===== src/rtl/led_frame_sched_pkg.sv =====
// led_matrix_pkg: shared types and constants for the LED frame scheduler.
//   sched_state_t   - scheduler FSM state encoding
//   NUM_SRC         - number of frame sources (scroller, overlay)
//   SHIFT_W/MAX     - scroll shift register width and wrap point
//   LED_COUNT       - LEDs per strip frame (serializer side)
//   DEFAULT_TIMEOUT - default watchdog limit for an active frame
//   rr_pick()       - round-robin source pick for two requesters
package led_matrix_pkg;

  typedef enum logic [1:0] {
    ST_IDLE   = 2'd0,
    ST_ISSUE  = 2'd1,
    ST_ACTIVE = 2'd2
  } sched_state_t;

  localparam int NUM_SRC         = 2;
  localparam int SHIFT_W         = 3;
  localparam int SHIFT_MAX       = 7;
  localparam int LED_COUNT       = 64;
  localparam int DEFAULT_TIMEOUT = 8192;

  // Only meaningful when at least one request bit is set. With both
  // requesting, the source that did not win last time takes the frame.
  function automatic logic rr_pick(input logic [NUM_SRC-1:0] req,
                                   input logic               last);
    if (req == 2'b11) return ~last;
    return req[1];
  endfunction

endpackage


===== src/rtl/led_frame_sched_if.sv =====
// led_frame_sched_if: frame request / serializer handshake bundle.
//   req       - level frame requests, bit0 scroller, bit1 overlay
//   grant     - one-hot grant, held for the whole frame
//   ser_start - one-cycle frame start pulse to the serializer
//   ser_src   - granted source index
//   ser_busy  - serializer busy
//   ser_done  - one-cycle end-of-frame pulse from the serializer
// master: scheduler side. slave: requesters + serializer side.
interface led_frame_sched_if;
  import led_matrix_pkg::*;

  logic [NUM_SRC-1:0] req;
  logic [NUM_SRC-1:0] grant;
  logic               ser_start;
  logic               ser_src;
  logic               ser_busy;
  logic               ser_done;

  modport master (
    input  req,
    input  ser_busy,
    input  ser_done,
    output grant,
    output ser_start,
    output ser_src
  );

  modport slave (
    output req,
    output ser_busy,
    output ser_done,
    input  grant,
    input  ser_start,
    input  ser_src
  );

endinterface


===== src/rtl/led_frame_sched_frame_tick_gen.sv =====
// frame_tick_gen: frame-period prescaler and frame_due latch.
//   clk, reset      - clock, synchronous active-high reset
//   i_frame_div     - cycles between frame ticks (0 behaves as 1)
//   i_grant_issue   - scheduler is issuing a grant this cycle
//   o_frame_due     - a frame tick has occurred and not yet been consumed
module frame_tick_gen #(
  parameter int DIV_W = 16
) (
  input  logic             clk,
  input  logic             reset,
  input  logic [DIV_W-1:0] i_frame_div,
  input  logic             i_grant_issue,
  output logic             o_frame_due
);

  logic [DIV_W-1:0] r_cnt;
  logic             r_due;
  logic [DIV_W-1:0] w_div_last;
  logic             w_wrap;

  // Compare with >= so that shrinking the divider below the current count
  // wraps on the very next edge instead of running through the full range.
  assign w_div_last = (i_frame_div == '0) ? '0 : i_frame_div - 1'b1;
  assign w_wrap     = (r_cnt >= w_div_last);

  always_ff @(posedge clk) begin
    if (reset) begin
      r_cnt <= '0;
      r_due <= 1'b0;
    end else begin
      if (w_wrap) r_cnt <= '0;
      else        r_cnt <= r_cnt + 1'b1;

      // Ticks that arrive while a frame is pending are absorbed; a tick
      // coinciding with the grant is consumed by that grant.
      if (i_grant_issue) r_due <= 1'b0;
      else if (w_wrap)   r_due <= 1'b1;
    end
  end

  assign o_frame_due = r_due;

endmodule


===== src/rtl/led_frame_sched.sv =====
// led_frame_sched: frame scheduler for an LED matrix strip.
//   clk, reset   - clock, synchronous active-high reset
//   frame_div    - clk cycles between frame ticks (0 behaves as 1)
//   scroll_en    - allow shift advance after scroller (source 0) frames
//   ser_if       - request / serializer handshake (master side)
//   shift        - scroll shift 0..7, stable while a frame is active
//   digit_sel    - leading digit index, toggles when shift wraps
//   frame_cnt    - completed-frame counter, wraps 255->0
//   timeout_err  - sticky serializer timeout flag
//
// state     | meaning
// ST_IDLE   | waiting for frame tick, a request and a free serializer
// ST_ISSUE  | grant just registered, ser_start high this cycle
// ST_ACTIVE | frame in flight, waiting for ser_done or watchdog expiry
module led_frame_sched
  import led_matrix_pkg::*;
#(
  parameter int DIV_W   = 16,
  parameter int TIMEOUT = DEFAULT_TIMEOUT
) (
  input  logic               clk,
  input  logic               reset,
  input  logic [DIV_W-1:0]   frame_div,
  input  logic               scroll_en,
  led_frame_sched_if.master  ser_if,
  output logic [SHIFT_W-1:0] shift,
  output logic               digit_sel,
  output logic [7:0]         frame_cnt,
  output logic               timeout_err
);

  localparam int WD_W = $clog2(TIMEOUT + 1);

  sched_state_t       r_state;
  sched_state_t       w_state_nxt;

  logic [NUM_SRC-1:0] r_grant;
  logic               r_ser_start;
  logic               r_ser_src;
  logic               r_last;
  logic [SHIFT_W-1:0] r_shift;
  logic               r_digit_sel;
  logic [7:0]         r_frame_cnt;
  logic               r_timeout_err;
  logic [WD_W-1:0]    r_wd;

  logic               w_frame_due;
  logic               w_issue;
  logic               w_complete;
  logic               w_abort;
  logic               w_win_src;
  logic               w_wd_tc;

  frame_tick_gen #(
    .DIV_W (DIV_W)
  ) u_tick (
    .clk           (clk),
    .reset         (reset),
    .i_frame_div   (frame_div),
    .i_grant_issue (w_issue),
    .o_frame_due   (w_frame_due)
  );

  assign w_win_src = rr_pick(ser_if.req, r_last);
  // Watchdog is a down-counter loaded on the ISSUE->ACTIVE edge, so the
  // terminal count is reached TIMEOUT cycles into ACTIVE.
  assign w_wd_tc   = (r_wd == '0);

  always_ff @(posedge clk) begin
    if (reset) r_state <= ST_IDLE;
    else       r_state <= w_state_nxt;
  end

  always_comb begin
    w_state_nxt = r_state;
    w_issue     = 1'b0;
    w_complete  = 1'b0;
    w_abort     = 1'b0;
    case (r_state)
      ST_IDLE: begin
        if (w_frame_due && (|ser_if.req) && !ser_if.ser_busy) begin
          w_issue     = 1'b1;
          w_state_nxt = ST_ISSUE;
        end
      end
      ST_ISSUE: begin
        w_state_nxt = ST_ACTIVE;
      end
      ST_ACTIVE: begin
        // A done arriving together with the watchdog expiry is a normal
        // completion.
        if (ser_if.ser_done) begin
          w_complete  = 1'b1;
          w_state_nxt = ST_IDLE;
        end else if (w_wd_tc) begin
          w_abort     = 1'b1;
          w_state_nxt = ST_IDLE;
        end
      end
      default: begin
        w_state_nxt = ST_IDLE;
      end
    endcase
  end

  always_ff @(posedge clk) begin
    if (reset) begin
      r_grant       <= '0;
      r_ser_start   <= 1'b0;
      r_ser_src     <= 1'b0;
      r_last        <= 1'b1;
      r_shift       <= '0;
      r_digit_sel   <= 1'b0;
      r_frame_cnt   <= '0;
      r_timeout_err <= 1'b0;
      r_wd          <= '0;
    end else begin
      r_ser_start <= w_issue;

      if (w_issue) begin
        r_grant   <= w_win_src ? 2'b10 : 2'b01;
        r_ser_src <= w_win_src;
        r_last    <= w_win_src;
      end else if (w_complete || w_abort) begin
        r_grant <= '0;
      end

      if (r_state == ST_ISSUE) begin
        r_wd <= WD_W'(TIMEOUT);
      end else if ((r_state == ST_ACTIVE) && !w_wd_tc) begin
        r_wd <= r_wd - 1'b1;
      end

      if (w_complete) begin
        r_frame_cnt <= r_frame_cnt + 8'd1;
        if (!r_ser_src && scroll_en) begin
          if (r_shift == SHIFT_W'(SHIFT_MAX)) begin
            r_shift     <= '0;
            r_digit_sel <= ~r_digit_sel;
          end else begin
            r_shift <= r_shift + 1'b1;
          end
        end
      end

      if (w_abort) r_timeout_err <= 1'b1;
    end
  end

  assign ser_if.grant     = r_grant;
  assign ser_if.ser_start = r_ser_start;
  assign ser_if.ser_src   = r_ser_src;
  assign shift            = r_shift;
  assign digit_sel        = r_digit_sel;
  assign frame_cnt        = r_frame_cnt;
  assign timeout_err      = r_timeout_err;

endmodule


===== src/flat_wrapper.sv =====
// flat-port wrapper written by rule: the top's interface ports become plain ports
module led_frame_sched_flat import led_matrix_pkg::*;
#(
  parameter int DIV_W   = 16,
  parameter int TIMEOUT = DEFAULT_TIMEOUT
)
  (clk, reset, frame_div, scroll_en, shift, digit_sel, frame_cnt, timeout_err, ser_if_req, ser_if_ser_busy, ser_if_ser_done, ser_if_grant, ser_if_ser_start, ser_if_ser_src);
  led_frame_sched_if ser_if_i ();
  input  logic clk;
  input  logic reset;
  input  logic [DIV_W-1:0] frame_div;
  input  logic scroll_en;
  output logic [SHIFT_W-1:0] shift;
  output logic digit_sel;
  output logic [7:0] frame_cnt;
  output logic timeout_err;
  input wire logic [$bits(ser_if_i.req)-1:0] ser_if_req;
  input wire logic [$bits(ser_if_i.ser_busy)-1:0] ser_if_ser_busy;
  input wire logic [$bits(ser_if_i.ser_done)-1:0] ser_if_ser_done;
  output wire logic [$bits(ser_if_i.grant)-1:0] ser_if_grant;
  output wire logic [$bits(ser_if_i.ser_start)-1:0] ser_if_ser_start;
  output wire logic [$bits(ser_if_i.ser_src)-1:0] ser_if_ser_src;
  assign ser_if_i.req = ser_if_req;
  assign ser_if_i.ser_busy = ser_if_ser_busy;
  assign ser_if_i.ser_done = ser_if_ser_done;
  assign ser_if_grant = ser_if_i.grant;
  assign ser_if_ser_start = ser_if_i.ser_start;
  assign ser_if_ser_src = ser_if_i.ser_src;
  led_frame_sched #(.DIV_W(DIV_W), .TIMEOUT(TIMEOUT)) u_core (.clk(clk), .reset(reset), .frame_div(frame_div), .scroll_en(scroll_en), .ser_if(ser_if_i), .shift(shift), .digit_sel(digit_sel), .frame_cnt(frame_cnt), .timeout_err(timeout_err));
endmodule

===== config.mk =====
export PLATFORM = sky130hd
export DESIGN_NAME = led_frame_sched_flat
export DESIGN_NICKNAME = d
export VERILOG_FILES = /design/src/rtl/led_frame_sched_pkg.sv /design/src/rtl/led_frame_sched_if.sv /design/src/rtl/led_frame_sched_frame_tick_gen.sv /design/src/rtl/led_frame_sched.sv /design/src/flat_wrapper.sv
export SDC_FILE = /design/constraint.sdc
export NUM_CORES = 1
export LEC_CHECK = 0
export CAP_MARGIN = 20
export CORE_ASPECT_RATIO = 1.4
export CORE_MARGIN = 2
export CORE_UTILIZATION = 62
export CTS_CLUSTER_SIZE = 28
export DETAILED_ROUTE_END_ITERATION = 8
export DONT_BUFFER_PORTS = 1
export PLACE_DENSITY = 0.78
export RECOVER_POWER = 100
export SLEW_MARGIN = 15
export SYNTH_ARGS = -nofsm -noshare
export SYNTH_HDL_FRONTEND = slang
export SYNTH_SLANG_ARGS = --single-unit

===== constraint.sdc =====
create_clock -name clk -period 4.3 [get_ports clk]
set_input_delay 0.86 -clock clk [delete_from_list [all_inputs] [get_ports clk]]
set_output_delay 0.86 -clock clk [all_outputs]
set_load 0.1 [all_outputs]

Yosys cells after proc, flatten, opt, wreduce, memory -nomap -nowiden
Index checks and enable logic that the tools add are counted.
- bits in registers: 51
- bits of input ports: 23
- output and inout port bits: 17
- word-level logic and storage cells: 68
- $add $sub $neg: 5
- $lt $le $gt $ge: 1
- eq/ne operators: 6
- muxes and demuxes: 21
- bitwise logic cells: 2
- reductions and logical operators: 20
- operators with widths (cell ; number):
    $mux 14 ; 2
    $add 16x1->16 const B ; 1
    $ge 16x16->1 ; 1
    $logic_not 16->1 ; 1
    $mux 16 ; 1
    $sub 16x1->16 const B ; 1
    $logic_not 14->1 ; 1
    $sub 14x1->14 const B ; 1
    $mux 2 ; 6
    $mux 1 ; 10
    $add 8x1->8 const B ; 1
    $reduce_or 2->1 ; 4
    $pmux 2 s3 ; 1
    $eq 2x2->1 const B ; 2
    $logic_and 1x1->1 ; 4
    $reduce_and 2->1 ; 2
    $reduce_bool 2->1 ; 2
    $add 3x1->3 const B ; 1
    $eq 3x3->1 const B ; 1
    $logic_not 1->1 ; 3
    $mux 3 ; 1
    $ne 3x2->1 const B ; 1
    $reduce_and 3->1 ; 1
    $eq 2x1->1 const B ; 1
    4 further kinds ; 5

Depth between registers and ports, before layout
Gate-level depths: netlist of run 1.
- depth after elaboration: 7
- mapped depth: 14
- gate-level depth less buffers: 12

By module
A second synthesis of run 1 with hierarchy kept.
- cells, all modules: 352
- area, all modules: 3115.5 um^2
- by module, submodules not included (module ; instances ; cells an instance ; area an instance (um^2) ; sequential area each (um^2)):
    led_frame_sched ; 1 ; 176 ; 1607.8 ; 680.7
    frame_tick_gen ; 1 ; 176 ; 1507.7 ; 340.3

Worst setup path after synthesis of run 1
OpenSTA, ideal clock, no wires.
- path kind: input port to flip-flop
- start: input port frame_div[5]
- end: register u_core.u_tick.r_cnt[2]
- library setup time: 0.128 ns
- arrival time: 3.491 ns
- required time: 4.172 ns
- setup slack: 0.682 ns
- stages on the path: 13
- buffers on the path: 2
- cells stage by stage: nor4_2 nand2_1 or4_1 clkbuf_1 and4b_1 a21oi_1 ha_1 nand4_1 nor3_1 o311ai_0 nand4b_1 clkbuf_1 nor2_1
- cells in the longest elaborated chain, start to end: 4
- elaborated cells on any way between the ends: 5
- those cells by class: add/sub (1); order compare (1); mux (1); reduce/logical (2)
- ends and longest elaborated chain (item ; RTL line ; source):
    start, declared ; flat_wrapper.sv:11 ; input logic [DIV_W-1:0] frame_div;
    $sub 16x1->16 / $logic_not 16->1 (equally long branches) ; led_frame_sched_frame_tick_gen.sv:23 ; assign w_div_last = (i_frame_div == '0) ? '0 : i_frame_div - 1'b1;
    $mux 16 (*) ; led_frame_sched_frame_tick_gen.sv:23 ;
    $ge 16x16->1 (*) ; led_frame_sched_frame_tick_gen.sv:24 ; assign w_wrap = (r_cnt >= w_div_last);
    $reduce_or 2->1 (no line) (*) ; - ;
    end signal, assigned ; led_frame_sched_frame_tick_gen.sv:32 ; else r_cnt <= r_cnt + 1'b1;
    end, declared ; led_frame_sched_frame_tick_gen.sv:16 ; logic [DIV_W-1:0] r_cnt;
Every way passes the cells marked *; elsewhere a longest branch is shown, timed or not.
A chain may end at the register's enable or synchronous reset.

Final worst setup path of run 1
- start: input port frame_div[14]
- end: register u_core.u_tick.r_cnt[7]
The elaborated chain is that of the path after synthesis.

==> results.yml, run 1 <==
worst_setup_path:
  cp.depth: 12
  critical_path_class: "input pin to flop"
  path_max_fanout: 16
  critPathArrivalTime_ns: 3.82
  critPathRequiredTime_ns: 4.50
  worst_r2r_start: "u_core.r_wd[4]"
  worst_reg_to_reg_setup_slack_ns: 1.98
  path_cells: "nor4_1 > nand2_1 > or4_1 > and4b_1 > a21oi_1 > ha_1 > nand4_1 > nor3_1 > o311ai_0 > nand4b_1 > buf_4 > nor2_1"
  crit_path_max_incr_delay_ns: 0.71
  timing.critical_path.max_delay_family: "simple AND/OR/NAND/NOR gates"
  path_buf_inv: 1
  worstSetupStartpointType: "input pin"
  crit_path_end: "u_core.u_tick.r_cnt[7]"
  reg2regPathDepth: 5
  slowest_stage_cell_crit_path: "or4_1"
  crit_path_end_kind: "flop"
  regToRegEndpoint: "u_core.r_wd[11]"
  cp-startpoint: "frame_div[14]"
sta:
  max_clock_freq_mhz: 275.7
  worst_setup_margin_ns: 0.6734
  hold_viol: 0
  final_clock_skew_ns: 0.005319
  grt_setup_unrepaired: "false"
  final_period_minus_worst_setup_slack_ns: 3.627
  report.final.slew_viol_count: 0
  relSlewSlack_pct: 28.36
  setup_viol_count_final: 0
  setup-tns-final_ns: 0
  max_slew.worst_pin.slew_ns: 1.073
  fin_crit_sh_pct: 84.34
logic_synthesis:
  yosysWarningCount: 0
  number_of_instances_in_the_synthesized_netlist: 346
  ys_ff_latch: 51
  netlist_area_sq_mm: 0.002870
  yosysUniqueCellTypes: 43
  postSynthNetCount: 392
  yosysSeqAreaShare_pct: 35.57
  postSynth.topFlopCell: "dfxtp_1"
  synth-edff-count: 0
  syn_area_per_cell_sq_um: 8.296
  share_of_flip_flops_with_an_asynchronous_set_or_reset_pct: 0
place:
  io_buffer_count: 0
  post-dp-hpwl_mm: 4.080
  globalplace.congestion: 0.8361
  dp_cells: 403
  place_ws_ns: 0.3767
die:
  die_h_microns: 84.51
  die_w_microns: 61.51
  top_level_ports: 40
  core_area_sq_mm: 0.004499
  area_of_the_die_sq_mm: 0.005197
  initial_standard_cell_utilization_of_the_core_pct: 63.79
  core.rowCount: 29
clocking:
  cts.repair.resized: 0
  postCtsSetupRepairBufs: 0
  cts-root-to-sink-buffers: 2
  cts-hold-fix-buffers: 0
  cts.reportedPaths.clkPinSlew_ns: 0.09
  clock_tree.root_cell: "clkbuf_8"
  htree_levels: 2
  clkLatencyLatePin_ns: 0.30
  tritoncts_num_sinks: 51
  tritoncts: "built"
  numCtsBuffers: 5
cells_and_area:
  diodes: 0
  layout-drive-gt1-share_pct: 4.298
  area_delta_synth_final_pct: 5.144
  nNetsFinal: 394
  postLayoutCoreUtil_pct: 67.07
  finish.cell_count_without_fillers: 411
global_routing:
  grt.total_usage_pct: 22.00
  wire_length_of_the_first_global_routing_pass_mm: 9.004
  grt_start_max_net_pins: 25
  antenna_found_initial: 0
  overflow: 0
  grt_pass1_vias: 2237
pwr:
  power_per_cell_area_mw_per_mm2: 282.8
  power.leakage_nw: 1.201
  ir_worst_vdd_v: 0.0001678
routing:
  via_per_inst: 5.611
  drt-total-wl_mm: 5.247
  dr_total_vias: 2306
  drt_iter0_markers: 140
  route.detailed.drc: 0
  detailedRoute.firstPassIterationCount: 5
  detail_route.wl_per_cell_microns: 12.77
  final_antenna_net_count: 0
run:
  maxCapViolCount: 0
worst_hold_path:
  timing.hold.worst.class: "flop to flop"
  hold_path_startpoint: "u_core.u_tick.r_cnt[0]"
status:
  result_of_the_run: "finished, final reports clean"
## worst register-to-register path: cells and delay by family, from the launching register on
kind,cells,cell delay (ns)
AO/OA/AOI/OAI,1,0.15
AND/OR/NAND/NOR,4,1.74
flip-flops,1,0.35
## per-stage QoR
step,hold slack (ns),cell area (sq um),total power [mW]
2_1_floorplan,0.4300,2870,0.5249
3_3_place_gp,0.4402,2935,0.5308
3_5_place_dp,0.4519,2935,0.5327
4_1_cts,0.4790,3048,0.8625
5_1_grt,0.4967,3018,0.8850
6_report,0.4774,3018,0.8535
## synth_stat cells (2+ instances only)
library cell  number  area, sq um
nor2_1            54        202.7
dfxtp_1           51         1021
nand2_1           43        161.4
xor2_1            24        210.2
ha_1              23        287.8
a21oi_1           20        100.1
xnor2_1           18        157.7
nand3_1           16        80.08
nor3_1            11        55.05
inv_1             10        37.54
o21ai_0            8        40.04
clkbuf_1           6        22.52
nand4_1            5        31.28
nor4_1             5        31.28
or3_1              5        31.28
or4_1              5        37.54
nand2b_1           4        25.02
and3_1             3        18.77
mux2i_1            3        30.03
nor2b_1            3        18.77
and2_1             2        12.51
nand3b_1           2        15.01
nand4b_1           2        17.52
nor4_2             2        25.02
nor4b_1            2        17.52
o21a_1             2        15.01
## flip-flops by register name, indices dropped and copies added, names as in the netlist
signal	count
u_core.r_wd	14
u_core.u_tick.o_frame_due	1
u_core.frame_cnt	8
u_core.ser_if.grant	2
u_core.ser_if.ser_src	1
u_core.timeout_err	1
u_core.digit_sel	1
u_core.r_state	2
u_core.u_tick.r_cnt	16
u_core.ser_if.ser_start	1
u_core.shift	3
u_core.r_last	1
## cells by family (layout without fill, tap and decap cells)
kind of cell    after synthesis  count (layout)  synth area share (%)
simple gates                173             173                 30.56
flops                        51              51                 35.57
xor+xnor                     42              42                 12.82
compound gates               37              37                 7.716
fa+ha+maj                    23              23                 10.03
buf+inv                      17              20                 2.267
mux                           3               3                 1.046
## power by group
part	leakage [nW]	switching (mW)	total [mW]	internal (mW)
combinational	0.731	0.0237	0.0437	0.0200
clock	0.0581	0.159	0.333	0.173
sequential	0.411	0.00284	0.477	0.474
total	1.20	0.186	0.854	0.668
## how the worst min path moves through the flow
stage                     slack, ns                     end  cells after the start
after floorplan                0.43  u_core.u_tick.r_cnt[0]                      1
after global placement         0.44           u_core.r_last                      2
after detailed placement       0.45           u_core.r_last                      2
after CTS                      0.48           u_core.r_last                      2
after global routing           0.50  u_core.u_tick.r_cnt[0]                      1
final                          0.48  u_core.u_tick.r_cnt[0]                      1
## final cells by class
| cell class | instances | area [sq um] |
|---|---|---|
| clock buffers | 5 | 68.82 |
| multi-input cells | 278 | 1754 |
| repair buffers | 2 | 15.01 |
| inverters | 10 | 37.54 |
| clock inverters | 3 | 43.79 |
| flip-flops and latches | 51 | 1021 |
| fillers | 416 | 1481 |
| well taps | 62 | 77.57 |
## cells in the final DEF (no fill, tap or decap), types with 6 or more instances in the layout
cell / Yosys / final
dfxtp_1: 51 / 51
o21ai_0: 8 / 9
nor2_1: 54 / 54
nand3_1: 16 / 16
nor3_1: 11 / 11
nor4_1: 5 / 6
or4_1: 5 / 6
inv_1: 10 / 10
xnor2_1: 18 / 18
ha_1: 23 / 23
a21oi_1: 20 / 20
xor2_1: 24 / 24
nand2_1: 43 / 43
## per-layer routing
metal | vias to the layer above | global-route usage, % | wire length [microns]
met2 | 60 | 39.62 | 2751
met4 | 0 | 7.930 | 107
met1 | 1042 | 23.77 | 2146
li1 | 1195 | - | -
met5 | - | 0 | 0
met3 | 9 | 5.085 | 242
Note: power is estimated with default switching activity, not from simulation.
==> run 2: changes to the inputs <==
Settings changed: CORE_UTILIZATION 62 to 57, PLACE_DENSITY 0.78 to 0.75.
Clock period 4.3 ns to 3 ns, I/O delays scaled along.
==> run 2 against run 1 <==
Against the previous run:
- routed wire length is 8.1% higher
- largest cell class unchanged
- highest routed layer unchanged
- cell area is 4.7% higher
- clock-buffer cell count is 1 higher
==> results.yml, run 2 (synthesis gave the netlist of run 1 again) <==
sta:
  worst_setup_margin_ns: 0.1792
  max_slew.worst_pin.slew_ns: 1.306
  hold_viol: 0
  fin_crit_sh_pct: 94.03
  final_clock_skew_ns: 0.008782
  setup-tns-final_ns: 0
  max_clock_freq_mhz: 354.5
  setup_viol_count_final: 0
  relSlewSlack_pct: 12.95
  timing.hold.ws_ns: 0.3529
  report.final.slew_viol_count: 0
  final_period_minus_worst_setup_slack_ns: 2.821
cells_and_area:
  registers.top_by_ff_count: "u_core.u_tick.r_cnt"
  postLayoutCoreUtil_pct: 65.27
  diodes: 0
  mostFrequentLayoutCell: "nor2_1"
  area_delta_synth_final_pct: 10.11
  fillCellCount: 431
  nNetsFinal: 416
  largest_register_ff_count: 16
  layout-drive-gt1-share_pct: 8.378
  most_used_cells_in_the_layout_excluding_fill_and_tap_cells: "nor2_1 (54), dfxtp_1 (51), nand2_1 (43)"
die:
  core.rowCount: 30
  area_of_the_die_sq_mm: 0.005627
  top_level_ports: 40
  die_w_microns: 63.98
  initial_standard_cell_utilization_of_the_core_pct: 59.28
  core_area_sq_mm: 0.004842
  die_h_microns: 87.96
pwr:
  ir_worst_vdd_v: 0.0001825
  power.share.switching_pct: 22.57
  fin_total_pwr_mw: 1.162
  power_per_cell_area_mw_per_mm2: 367.5
  power.clock.fraction_pct: 35.2
  power.leakage_nw: 1.261
  pwr-share-comb_pct: 5.9
  pwr-share-seq_pct: 58.9
  p_sw_mw: 0.2622
  power_report.internal_total_mw: 0.8993
clocking:
  cts-root-to-sink-buffers: 2
  tritoncts_num_sinks: 51
  numCtsBuffers: 5
  tritoncts: "built"
  cts-hold-fix-buffers: 0
  htree_levels: 2
  clock_tree.root_cell: "clkbuf_8"
  clkLatencyLatePin_ns: 0.30
  cts.reportedPaths.clkPinSlew_ns: 0.09
routing:
  drt_iter0_markers: 93
  drt-total-wl_mm: 5.672
  route.detailed.drc: 0
  detail_route.wl_per_cell_microns: 13.07
  via_per_inst: 5.465
  detailedRoute.firstPassIterationCount: 4
  final_antenna_net_count: 0
  dr_total_vias: 2372
place:
  io_buffer_count: 0
  globalplace.congestion: 0.8180
  place_ws_ns: -0.2950
  post-dp-hpwl_mm: 4.470
worst_hold_path:
  worst_hold_path.num_cells: 1
  holdPathEnd: "u_core.r_state[1]"
  timing.hold.worst.class: "input pin to flop"
  hold_path_startpoint: "reset"
global_routing:
  grt_start_max_net_pins: 25
  grt.total_usage_pct: 21.59
  antenna_found_initial: 0
  wire_length_of_the_first_global_routing_pass_mm: 9.756
  overflow: 0
  grt_pass1_vias: 2353
worst_setup_path:
  critical_path_class: "input pin to flop"
  reg2regPathDepth: 5
  worstSetupStartpointType: "input pin"
  worst_reg_to_reg_setup_slack_ns: 0.60
  path_max_fanout: 8
  regToRegEndpoint: "u_core.r_wd[11]"
  crit_path_end_kind: "flop"
  critPathArrivalTime_ns: 3.06
  critPathRequiredTime_ns: 3.24
  worst_r2r_start: "u_core.r_wd[4]"
status:
  result_of_the_run: "finished, final reports clean"
run:
  maxCapViolCount: 0
[run 2: cell count changes in the layout (fill, tap and decap cells not counted), sizes merged]
cell,before,now
inv,10,11
buf,2,14
clkinv,2,0
bufinv,1,0
clkbuf,5,16
[run 2: what timing repair did]
item	in CTS	in global routing
gates resized for setup	0	3
setup buffers	0	1
setup endpoints to repair	0	17
[run 2: layout make-up]
type                    instances  area [sq um]  area share, %
clock buffers                   6         82.58          2.613
clock inverters                 1         8.758         0.2771
inverters                      10         37.54          1.188
multi-input cells             278          1784          56.45
flip-flops and latches         51          1021          32.30
well taps                      64         80.08          2.534
repair buffers                 24         146.4          4.632
[run 2: worst max path at each step]
| stage | to | cells past startpoint | start | slack, ns |
|---|---|---|---|---|
| floorplan | u_core.u_tick.r_cnt[3] | 13 | frame_div[2] | -0.19 |
| global placement | u_core.u_tick.r_cnt[7] | 11 | frame_div[2] | -0.18 |
| detailed placement | u_core.u_tick.r_cnt[12] | 11 | frame_div[2] | -0.29 |
| CTS | u_core.u_tick.r_cnt[6] | 11 | frame_div[2] | 0.01 |
| global route | u_core.u_tick.r_cnt[15] | 13 | frame_div[5] | -0.02 |
| finish | u_core.u_tick.r_cnt[6] | 12 | frame_div[5] | 0.18 |
[run 2: routing by layer]
layer,global-route usage [%],up-vias,wire length [microns]
li1,-,1238,-
met1,22.26,1068,2293
met2,41.86,55,3038
met3,3.856,11,211
met4,9.684,0,128
met5,0,-,0
[run 2: power groups by stage]
stage	Sequential [mW]	Combinational, mW	Clock [mW]
after CTS	0.684	0.0691	0.419
after detailed placement	0.700	0.0688	0
final	0.684	0.0689	0.409
after global routing	0.685	0.0815	0.439
after global placement	0.700	0.0664	0
after floorplan	0.699	0.0561	0
[run 2: through the flow]
step | std cells | cell area (sq um)
CTS | 433 | 3213
global placement | 426 | 3122
floorplan | 346 | 2909
finish | 434 | 3161
detailed placement | 426 | 3122
global route | 434 | 3161
[run 2: critical path, cell delays in order]
cell and delay (ns):
nor4_4 0.35, nand2_1 0.09, or4_4 0.52, buf_4 0.17
nand2_1 0.06, ha_1 0.23, a21oi_1 0.20, o21ai_0 0.13
a221oi_2 0.28, nand4b_1 0.14, buf_4 0.19, nor2_1 0.11
==> run 3: changes to the inputs <==
Settings changed: CORE_MARGIN 2 to unset.
==> run 3 against run 2 <==
Against the previous run:
- die area decreased by 5.3%
- non-clock buffer count did not move
- clock power down 12%
- critical path type unchanged
- fmax down 2.1%
- critical endpoint is now u_core.u_tick.r_cnt[4]
- setup slack got worse by 0.062 ns
- cell area about the same
- critical path depth stayed put
- cell count fell by 0.23%
- largest cell class unchanged
- power shrank 4.0%
- combinational power rose by 2%
- register-to-register slack gained 0.10 ns
==> results.yml, run 3 (synthesis gave the netlist of run 1 again) <==
global_routing:
  grt.total_usage_pct: 21.41
  wire_length_of_the_first_global_routing_pass_mm: 8.735
  antenna_found_initial: 0
  grt_pass1_vias: 2176
  grt_start_max_net_pins: 25
  overflow: 0
sta:
  max_slew.worst_pin.slew_ns: 1.295
  setup_viol_count_final: 0
  hold_viol: 0
  fin_crit_sh_pct: 96.08
  final_clock_skew_ns: 0.008382
  worst_setup_margin_ns: 0.1177
  report.final.slew_viol_count: 0
  final_period_minus_worst_setup_slack_ns: 2.882
  setup-tns-final_ns: 0
  max_clock_freq_mhz: 346.9
  timing.hold.ws_ns: 0.3607
  relSlewSlack_pct: 13.67
cells_and_area:
  mostFrequentLayoutCell: "nor2_1"
  diodes: 0
  finish.instance_area_sq_mm: 0.003163
  most_used_cells_in_the_layout_excluding_fill_and_tap_cells: "nor2_1 (54), dfxtp_1 (51), nand2_1 (43)"
  registers.top_by_ff_count: "u_core.u_tick.r_cnt"
  largest_register_ff_count: 16
  area_delta_synth_final_pct: 10.20
  finish.cell_count_without_fillers: 433
  postLayoutCoreUtil_pct: 65.32
  layout-drive-gt1-share_pct: 8.401
  nNetsFinal: 416
worst_setup_path:
  critPathArrivalTime_ns: 3.12
  critPathRequiredTime_ns: 3.23
  path_max_fanout: 8
  worstSetupStartpointType: "input pin"
  critical_path_class: "input pin to flop"
  crit_path_end_kind: "flop"
clocking:
  clkLatencyLatePin_ns: 0.30
  cts.reportedPaths.clkPinSlew_ns: 0.09
  numCtsBuffers: 5
  cts-root-to-sink-buffers: 2
  tritoncts_num_sinks: 51
  clock_tree.root_cell: "clkbuf_8"
  tritoncts: "built"
  htree_levels: 2
place:
  post-dp-hpwl_mm: 4.340
  detailed_place.area_sq_mm: 0.003107
  io_buffer_count: 0
  globalplace.congestion: 0.8209
  place_ws_ns: -0.2389
  dp_cells: 424
pwr:
  power_per_cell_area_mw_per_mm2: 352.6
  power.clock.fraction_pct: 32.3
  power_report.internal_total_mw: 0.8699
  power.leakage_nw: 1.260
  pwr-share-seq_pct: 61.4
  fin_total_pwr_mw: 1.115
  power.share.switching_pct: 21.99
  pwr-share-comb_pct: 6.3
  p_sw_mw: 0.2452
  ir_worst_vdd_v: 0.0001439
routing:
  drt-total-wl_mm: 5.540
  detailedRoute.firstPassIterationCount: 4
  detail_route.wl_per_cell_microns: 12.79
  via_per_inst: 5.596
  route.detailed.drc: 0
  dr_total_vias: 2423
  drt_iter0_markers: 113
  final_antenna_net_count: 0
die:
  initial_standard_cell_utilization_of_the_core_pct: 59.28
  die_h_microns: 85.96
  core.rowCount: 30
  top_level_ports: 40
  die_w_microns: 61.98
  core_area_sq_mm: 0.004842
  area_of_the_die_sq_mm: 0.005327
run:
  maxCapViolCount: 0
worst_hold_path:
  timing.hold.worst.class: "input pin to flop"
status:
  result_of_the_run: "finished, final reports clean"
==> run 3: cell types whose count changed in the layout (fill, tap and decap cells not counted), sizes merged <==
cell,change
clkbuf,-3
clkinvlp,+1
buf,+2
inv,-1
==> run 3: timing repair <==
action                                  4_1_cts  5_1_grt
hold buffers                                  0        0
endpoints found under the setup margin        0       17
resized for setup                             0        7
setup buffers                                 0        3
==> run 3: power groups by stage <==
stage          Combinational, mW  Clock (mW)  Sequential [mW]
2_1_floorplan             0.0561           0            0.699
3_3_place_gp              0.0662           0            0.700
3_5_place_dp              0.0687           0            0.700
4_1_cts                   0.0689       0.368            0.684
5_1_grt                   0.0811       0.390            0.685
6_report                  0.0705       0.360            0.684
==> run 3: final timing paths <==
| path | startpoint | end | slack [ns] | cells after the start |
|---|---|---|---|---|
| hold / removal | reset | u_core.u_tick.o_frame_due | 0.36 | 1 |
| setup reg to reg | u_core.r_wd[4] | u_core.r_wd[1] | 0.70 | 5 |
| hold reg to reg | u_core.r_last | u_core.r_last | 0.46 | 2 |
| setup / recovery | frame_div[5] | u_core.u_tick.r_cnt[4] | 0.12 | 12 |
==> run 3: layer usage <==
metal / global-route usage, % / part of all wire (%) / up-vias
met4: 8.889 / 1.9 / 0
met3: 3.167 / 2.8 / 11
met2: 39.65 / 54 / 54
met5: 0 / 0 / -
li1: - / - / 1238
met1: 22.70 / 42 / 1120
==> run 3: area by class of cell <==
class | instances | area [sq um]
Multi-Input combinational cell | 278 | 1790
Fill cell | 419 | 1679
Sequential cell | 51 | 1021
Timing Repair Buffer | 24 | 157.7
Tap cell | 64 | 80.08
Clock buffer | 5 | 68.82
Inverter | 10 | 37.54
Clock inverter | 1 | 7.507
==> run 3: critical path, stage by stage <==
cell      delay, ns
nor4_4         0.36
nand2_1        0.10
or4_4          0.51
and4b_1        0.22
a21oi_2        0.10
ha_1           0.26
nand4_1        0.13
nor3_2         0.07
a221oi_2       0.26
nand4b_1       0.21
buf_6          0.19
nor2_1         0.11
